$ cat src/rtl/dsp_mac_sequencer.sv
// Sequencer for a DSP48A1-style MAC slice: drives the A/B, M and P clock
// enables, the P clear and OPMODE so that P accumulates sum(A*B) over a job.
module dsp_mac_sequencer #(
  parameter int         PIPE_LAT = 3,
  parameter int         LEN_W    = 8,
  parameter logic [7:0] OP_FIRST = 8'h01,
  parameter logic [7:0] OP_ACC   = 8'h09
) (
  input  logic             clk,
  input  logic             rst,
  input  logic             start,
  input  logic [LEN_W-1:0] len,
  output logic             busy,
  input  logic             in_valid,
  output logic             in_ready,
  output logic             ce_in,
  output logic             ce_m,
  output logic             ce_p,
  output logic             rst_p,
  output logic [7:0]       opmode,
  output logic             result_valid
);

  localparam int D = PIPE_LAT - 1;
  localparam logic [LEN_W-1:0] ONE = LEN_W'(1);

  typedef enum logic [2:0] {
    IDLE,
    CLEAR,
    FEED,
    DRAIN,
    DONE
  } state_t;

  state_t           state_q;
  logic [LEN_W-1:0] len_q;
  logic [LEN_W-1:0] cnt_q;
  logic [D-1:0]     vld_q;
  logic [D-1:0]     fst_q;
  logic             busy_q;
  logic             rv_q;

  logic hs;
  logic last_hs;
  logic tail_empty;

  assign in_ready = ~rst & (state_q == FEED) & (cnt_q < len_q);
  assign hs       = in_valid & in_ready;
  assign ce_in    = hs;
  assign last_hs  = hs & (cnt_q == len_q - ONE);

  // Tags ride a shift register so each CE lines up with its slice stage.
  assign ce_m       = ~rst & vld_q[PIPE_LAT-3];
  assign ce_p       = ~rst & vld_q[PIPE_LAT-2];
  assign opmode     = fst_q[PIPE_LAT-2] ? OP_FIRST : OP_ACC;
  assign tail_empty = ~|vld_q[D-2:0];

  assign rst_p        = rst | (state_q == CLEAR);
  assign busy         = busy_q;
  assign result_valid = rv_q;

  always_ff @(posedge clk) begin
    if (rst) begin
      state_q <= IDLE;
      len_q   <= '0;
      cnt_q   <= '0;
      vld_q   <= '0;
      fst_q   <= '0;
      busy_q  <= 1'b0;
      rv_q    <= 1'b0;
    end else begin
      vld_q <= {vld_q[D-2:0], hs};
      fst_q <= {fst_q[D-2:0], hs & (cnt_q == '0)};
      rv_q  <= 1'b0;
      unique case (state_q)
        IDLE: begin
          if (start) begin
            len_q   <= len;
            cnt_q   <= '0;
            busy_q  <= 1'b1;
            state_q <= CLEAR;
          end
        end
        CLEAR: begin
          if (len_q == '0) begin
            rv_q    <= 1'b1;
            state_q <= DONE;
          end else begin
            state_q <= FEED;
          end
        end
        FEED: begin
          if (hs) begin
            cnt_q <= cnt_q + ONE;
            if (last_hs) state_q <= DRAIN;
          end
        end
        // Leave once only the final tag, now at the P stage, remains.
        DRAIN: begin
          if (tail_empty) begin
            rv_q    <= 1'b1;
            state_q <= DONE;
          end
        end
        DONE: begin
          busy_q  <= 1'b0;
          state_q <= IDLE;
        end
        default: state_q <= IDLE;
      endcase
    end
  end

endmodule

$ cat config.mk
export PLATFORM = sky130hd
export DESIGN_NAME = dsp_mac_sequencer
export DESIGN_NICKNAME = d
export VERILOG_FILES = /design/src/rtl/dsp_mac_sequencer.sv
export SDC_FILE = /design/constraint.sdc
export NUM_CORES = 1
export LEC_CHECK = 0
export CAP_MARGIN = 10
export CORE_MARGIN = 2
export CORE_UTILIZATION = 35
export DETAILED_ROUTE_END_ITERATION = 12
export REMOVE_ABC_BUFFERS = 1
export SLEW_MARGIN = 0
export SYNTH_ARGS = -nofsm -noshare
export SYNTH_HDL_FRONTEND = slang
export SYNTH_SLANG_ARGS = --single-unit
$ cat constraint.sdc
create_clock -name clk -period 3.55 [get_ports clk]
set_input_delay 0.355 -clock clk [delete_from_list [all_inputs] [get_ports clk]]
set_output_delay 0.355 -clock clk [all_outputs]
set_load 0.02 [all_outputs]
==> results by group <==
Floorplan
  • Initial Util: a little over a third
  • Die height: between 70 and 80 um
  • IO Count: 27
  • Die area: 5386 um2
  • Row count: 25
  • Core area: between 4000 and 5000 um2
  • Width of the die: roughly 73 um

Critical path
  • Setup CP Type: flop to output pin
  • Reg2reg path depth: 8
  • Startpoint Class: flop
  • Worst EP required: 3190 ps
  • CP peak stage delay: between 600 and 700 ps
  • Slowest CP cell: clkdlybuf4s50_1
  • Worst-path cell chain: inv_1 -> ha_1 -> and4_1 -> nor4_4 -> nand3_2 -> nor2_1 -> clkdlybuf4s50_1
  • Crit path DAT: roughly 2600 ps
  • Crit. End Element: output pin
  • Family with the most delay on the worst path: simple AND/OR/NAND/NOR gates
  • Worst R2R End: cnt_q[1]
  • Worst Path Buf+Inv: 2
  • Crit-path max FO: 6
  • Critical R2R Launch: len_q[5]
  • R2R setup slack: 1130 ps

Routing
  • 1st-iter DRT viols: 50
  • DRC viols: 0
  • Via count: approximately 1400
  • Wirelength, routed: about 3.6 mm
  • Routed wl met2: about 1.7 mm
  • DR vias/cell: a little over 5
  • DR WL/cell: 13.32 um
  • Routed wl met3: 127 um
  • DR pass1 iterations: 4
  • Uppermost layer routed: met4
  • Post-Route M1 WL: ~1.7 mm
  • Antenna Violating Nets Remaining: 0

Power and ir drop
  • Max rail drop VDD: about 0.13 mV
  • Register share of total power: between 40 and 50%
  • Switch share: 33.21%
  • Clock network power share: around 26%
  • Power density cells: ~360 nW/um2
  • Share of total power in combinational logic: 28.3%
  • Net Sw Power: between 0.2 and 0.25 mW
  • Internal power: ~0.46 mW
  • P_leak: roughly 0.75 nW

GRT
  • Grt total ovfl: 0
  • Vias in the first global route: 1288
  • Initial antenna violation count: 0
  • Pin count of the biggest net entering global routing: 23
  • Global Route Usage Sum: between 10% and 20%
  • First-pass GRT wire length: 6.085 mm

Flow run
  • Maxcap violations: 0

Min path
  • Hold Crit Class: flop to flop
  • Hold endpoint: fst_q[1]
  • Worst hold start: fst_q[0]
  • WHS Path Cells: 1

Timing
  • Count of pins over their slew limit: 0
  • Period utilization: about 83%
  • Finish-stage setup viols: 0
  • Clock skew: approximately 5 ps
  • Final hold vios: 0
  • Setup tns final: 0 ps
  • Fin crit period: ~2900 ps
  • RSZ-0062 raised after global routing: no
  • Final WS setup: roughly 600 ps
  • Fmax: about 340 MHz

Run status
  • Status: completed

Place
  • Place WS: around 850 ps
  • Routability cong.: slightly above 0.8
  • Port Buffers: 19
  • DP Area: around 1900 um2
  • Detail Placement HPWL: around 2.8 mm

Clocking
  • Hold-fix buffers at CTS: 0
  • Clock slew at reported path FFs: 90 ps
  • H-tree depth: 1
  • Num Clock Sinks: 25
  • CTS tree: built
  • Cts repair resizes: 0
  • Clk buf depth: 2
  • Setup bufs post-CTS: 0
  • CTS Buf Count: 3
  • Skew-Pair Late Insertion Delay: 280 ps
  • Root Driver: clkbuf_8

Yosys
  • Unique masters post-synth: 48
  • Post-synthesis sequential area ratio: just under 30%
  • Avg Inst Size Synth: ~8.2 um2
  • Yosys warns: 0
  • Post-synth design cell area: roughly 1700 um2
  • Synth Flop Type: dfxtp_1
  • Asr flop ratio synth: 0%
  • Synth Instances: ~210
  • Synth Register Bits: 25
  • Number of enable flip-flop cells after synthesis: 0

Layout
  • Commonest non-fill, non-tap cell in the layout: nand2_1
  • Commonest cells after routing, fill and taps aside: 28 x nand2_1, 25 x dfxtp_1, 22 x nor2_1
  • Fin nets: 244
  • # diodes: 0
  • Synth-to-Final Area Change: 13.36%
  • Fraction of layout cells with a size suffix above 1: 11.87%
  • Post-route cell area: 1911 um2
[flip-flops by register name, summed over array words and instances, names as in the netlist]
register      cells
cnt_q             8
len_q             8
state_q           3
fst_q             2
vld_q             2
busy              1
result_valid      1
[per-layer routing]
| layer | vias to the layer above | track usage [%] |
|---|---|---|
| met2 | 26 | 23.72 |
| met1 | 631 | 20.08 |
| met5 | - | 0 |
| met3 | 5 | 1.646 |
| li1 | 724 | - |
| met4 | 0 | 5.455 |
[worst max path at each step]
| stage | startpoint | endpoint | slack (ps) | depth (start not counted) |
|---|---|---|---|---|
| 6_report | len_q[5] | ce_in | 600 | 7 |
| 4_1_cts | len_q[5] | ce_in | 580 | 7 |
| 3_5_place_dp | rst | ce_in | 850 | 6 |
| 5_1_grt | len_q[5] | ce_in | 410 | 7 |
| 3_3_place_gp | rst | ce_in | 870 | 6 |
| 2_1_floorplan | len_q[5] | cnt_q[1] | 1380 | 8 |
[area by class of cell]
cell class              count  area, um2
clock buffers               3      41.29
repair buffers             21      205.2
fillers                   498       2781
multi-input cells         155       1039
clock inverters             1      5.005
inverters                  14      52.55
well taps                  54      67.56
flip-flops and latches     25      500.5
[power by group through the flow]
stage                     clock network (mW)  logic, mW  registers (mW)
after floorplan                            0      0.133           0.319
after global placement                     0      0.194           0.320
after detailed placement                   0      0.194           0.321
after CTS                              0.181      0.195           0.314
after global routing                   0.192      0.216           0.317
final                                  0.176      0.193           0.314
[through the flow]
step | utilization (%) | instances | hold WS [ps] | total power, mW
floorplan | - | 194 | 413.8 | 0.4520
global placement | 39.73 | 269 | 419.1 | 0.5146
finish | 40.72 | 273 | 444.7 | 0.6833
detailed placement | 39.73 | 269 | 424.3 | 0.5148
global route | 40.72 | 273 | 464.2 | 0.7248
CTS | 40.72 | 273 | 445.7 | 0.6900
[cells in the mapped netlist (4+ instances only)]
cell / count / area, um2
inv_1: 14 / 52.55
xnor2_1: 8 / 70.07
dfxtp_1: 25 / 500.5
nor4b_1: 4 / 35.03
nor2_1: 22 / 82.58
ha_1: 12 / 150.1
buf_4: 7 / 52.55
a31o_2: 4 / 35.03
nor2b_1: 5 / 31.28
nand2_1: 28 / 105.1
a21oi_1: 14 / 70.07
clkbuf_1: 5 / 18.77
[kinds of logic (layout without fill, tap and decap cells)]
family / Yosys count / in the layout / synth area share (%)
AND/OR/NAND/NOR: 88 / 88 / 29.33
AO/OA/AOI/OAI: 34 / 34 / 14.18
buffers and inverters: 30 / 39 / 9.800
flip-flops: 25 / 25 / 29.70
adder cells (fa/ha/maj): 12 / 12 / 8.908
XOR/XNOR: 10 / 10 / 5.197
multiplexers: 4 / 4 / 2.450
other: 2 / 7 / 0.4456
(Power assumes the default switching activity.)
